===== src/rtl/priority_encoder.sv =====
// rtl/priority_encoder.sv - registered priority encoder with one-hot and multi-request flags
//
// Parameters
//   WIDTH        number of request bits (>= 2, any value)
//   LSB_PRIORITY 0: highest set index wins, 1: lowest set index wins
//
// Ports
//   clk     rising-edge clock
//   rst_n   synchronous active-low reset, clears all outputs
//   en      1: capture D on this edge, 0: hold outputs
//   D       request vector
//   ENC     registered index of the winning request
//   VLD     registered OR of the captured request vector
//   ONEHOT  registered one-hot mask of the winner, zero when no request
//   MULTI   registered flag, two or more requests were set

module priority_encoder #(
  parameter int WIDTH        = 4,
  parameter int LSB_PRIORITY = 0,
  parameter int EW           = (WIDTH > 1) ? $clog2(WIDTH) : 1
) (
  input  logic             clk,
  input  logic             rst_n,
  input  logic             en,
  input  logic [WIDTH-1:0] D,
  output logic [EW-1:0]    ENC,
  output logic             VLD,
  output logic [WIDTH-1:0] ONEHOT,
  output logic             MULTI
);

  logic [EW-1:0]    enc_next;
  logic [WIDTH-1:0] onehot_next;
  logic             vld_next;
  logic             multi_next;
  logic             found;

  // Position visited at step i of the scan: the scan always starts at the
  // top-priority end so the first set bit met is the winner.
  function automatic int scan_idx(input int i);
    return (LSB_PRIORITY != 0) ? i : (WIDTH - 1 - i);
  endfunction

  // Any set bit met after the winner can only raise MULTI; it never touches
  // ENC or ONEHOT, which keeps lower-priority bits out of the result.
  always_comb begin
    enc_next    = '0;
    onehot_next = '0;
    found       = 1'b0;
    multi_next  = 1'b0;
    for (int i = 0; i < WIDTH; i++) begin
      if (D[scan_idx(i)]) begin
        if (found) begin
          multi_next = 1'b1;
        end else begin
          found                    = 1'b1;
          enc_next                 = EW'(scan_idx(i));
          onehot_next[scan_idx(i)] = 1'b1;
        end
      end
    end
    vld_next = found;
  end

  always_ff @(posedge clk) begin
    if (!rst_n) begin
      ENC    <= '0;
      VLD    <= 1'b0;
      ONEHOT <= '0;
      MULTI  <= 1'b0;
    end else if (en) begin
      ENC    <= enc_next;
      VLD    <= vld_next;
      ONEHOT <= onehot_next;
      MULTI  <= multi_next;
    end
  end

endmodule


===== config.mk =====
export PLATFORM = sky130hd
export DESIGN_NAME = priority_encoder
export DESIGN_NICKNAME = d
export VERILOG_FILES = /design/src/rtl/priority_encoder.sv
export SDC_FILE = /design/constraint.sdc
export NUM_CORES = 1
export LEC_CHECK = 0
export CAP_MARGIN = 20
export CORE_AREA = 2 2 39 41
export DETAILED_ROUTE_END_ITERATION = 16
export DIE_AREA = 0 0 41 43
export DONT_BUFFER_PORTS = 1
export PLACE_DENSITY = 0.35
export REMOVE_ABC_BUFFERS = 1
export SLEW_MARGIN = 20
export SYNTH_ARGS = -nofsm -noshare
export SYNTH_HDL_FRONTEND = slang
export SYNTH_SLANG_ARGS = --single-unit

===== constraint.sdc =====
create_clock -name clk -period 0.95 [get_ports clk]
set_input_delay 0.19 -clock clk [delete_from_list [all_inputs] [get_ports clk]]
set_output_delay 0.19 -clock clk [all_outputs]
set_load 0.02 [all_outputs]

==> impl_metrics.toml <==
[status]
status = "finished, final reports clean"

[setup_path]
cp.arrival_ns = 0.70
cp_slowest_stage_delay_ns = 0.32
crit_fanout = 2
worstPathRequired_ns = 0.76
crit_path_start_kind = "register"
crit_buf_inv = 1
r2r_cells = 2
critPathLaunch = "VLD"
path_cells = "buf_4"
cp-end-kind = "output pin"
cp.depth = 1
crit_family = "flip-flops"
worstReg2RegStart = "ONEHOT[2]"
cp_slowest_cell = "dfxtp_1"
crit_type = "register to output pin"

[timing]
slew-limit-headroom = 0.819
slew_violations = 0
fin_setup_tns_ns = 0
period_share = 0.940
setup_violations = 0
fin_skew_ns = 0
finalCriticalPeriod_ns = 0.893
tightest_slew_ns = 0.271
rsz0062_at_grt = "false"
hold_violations = 0
max_freq_mhz = 1120

[logic_synthesis]
post-synth-top-area-fraction = 0.489
synth.distinct_cells = 18
synthTopCellsByCount = "8 x dfxtp_1, 4 x a21oi_1, 3 x nor2b_1, 3 x o21ai_0"
synth_area_per_cell_um2 = 9.37
synth_edf_count = 0
synth_top_area_cell = "dfxtp_1"
yosysMostFrequentCell = "dfxtp_1"
async_flop_share = 0
synth_area_leaders = "dfxtp_1 49%, a21oi_1 6.1%, nor2b_1 5.7%"
netlist_area_um2 = 328
ys_seq_area_frac = 0.489
ys_ff_latch = 8
syn_inst = 35
ys.flop_type = "dfxtp_1"
yosys_warnings = 0

[layout]
fin_cells = 55
nets = 48
syn_to_final_growth_pct = 17.2
fillers = 155
diodes = 0
final_cell_area_um2 = 384
fin_util = 0.278
drive_gt1_frac = 0.179

[placement]
gp_routability_congestion = 0.682
dp_cells = 52
hpwl_um = 509
postPlaceCellArea_um2 = 358
portBuffers = 0

[global_routing]
antenna_found_initial = 0
overflow = 0
grt_pass1_wl_mm = 1.13
grt_start_max_net_pins = 13
first_global_vias = 237
grt.total_usage = 0.104

[floorplanning]
start_util = 0.237
std_cell_rows = 14
die_w_um = 41
fp.coreArea_um2 = 1380
io_pins = 15
die_height_um = 43
die-area_um2 = 1760

[pwr]
peakVddDrop_mv = 0.556
p_leak_nw = 0.143
pwr_density_cell_nw_per_um2 = 1770

[routing]
vias = 257
drt_first_iter_violations = 2
drc_errors = 0
drtPass1Iterations = 2
via_per_inst = 4.67
wl_um = 667
detail_route.wl_per_cell_um = 12.1
antenna_left = 0

[cts]
cts_setup_buffers = 0
insertion_delay_ns = 0.24
clock_path_buffers = 2
cts_made_buffers = 3
cts_root_buf = "clkbuf_4"
cts_tree = "built"
cts_sinks = 8
clk_pin_slew_ns = 0.05
htree_levels = 1

[job]
cap_violations = 0

[hold_path]
hold_start = "en"
hp-class = "input port to register"
holdPathStages = 1
flip-flops by register name, summed over array words and instances, names as in the netlist:
register  count
MULTI         1
VLD           1
ENC           2
ONEHOT        4
where the power goes:
part / leakage [nW] / total, mW / internal, mW / switching (mW)
combinational: 0.0628 / 0.0490 / 0.0288 / 0.0201
sequential: 0.0660 / 0.384 / 0.355 / 0.0284
clock: 0.0138 / 0.248 / 0.144 / 0.104
total: 0.143 / 0.680 / 0.528 / 0.152
kinds of logic after synthesis:
kind of cell,after synthesis,share of synthesized area
muxes,1,0.0305
DFF,8,0.489
buffers and inverters,2,0.0267
and+or+nand+nor,12,0.229
AOI/OAI and AO/OA,12,0.225
per-layer routing:
layer,vias up,track usage,wire length [µm]
li1,133,-,-
met1,114,0.117,295
met2,8,0.125,293
met3,2,0.0942,65
met4,0,0.0600,12
met5,-,0,0
placed cells by master (no fill, tap or decap), types with 2 or more instances in the layout:
cell	synthesis	layout
dfxtp_1	8	8
a21oi_1	4	4
nor2b_1	3	3
o21ai_0	3	3
clkbuf_4	0	3
nand2b_1	2	2
nand3b_1	2	2
nor2_1	2	2
metrics by stage:
step                hold slack (ns)  worst slack (ns)  power [mW]
floorplan                     0.279             0.192       0.426
global placement              0.286             0.175       0.440
detailed placement            0.290             0.178       0.440
CTS                          0.0238            0.0442       0.695
global route                 0.0258           0.00457       0.737
finish                       0.0335            0.0571       0.680
worst paths after layout:
check              end  slack, ns
max                VLD       0.06
min             ENC[0]       0.03
max reg2reg  ONEHOT[2]       0.20
min reg2reg        VLD       0.53
layout make-up:
type / instances / area (µm²) / area share
flip-flops and latches: 8 / 160 / 0.417
multi-input cells: 25 / 159 / 0.414
clock buffers: 3 / 22.5 / 0.0586
well taps: 16 / 20.0 / 0.0521
repair buffers: 2 / 18.8 / 0.0489
inverters: 1 / 3.75 / 0.00977
what timing repair did:
| item | CTS | global route |
|---|---|---|
| gates resized for setup | 0 | 1 |
| hold buffers | 0 | 0 |
| setup endpoints to repair | 0 | 1 |
No activity file was read; power rests on OpenSTA's default activity.
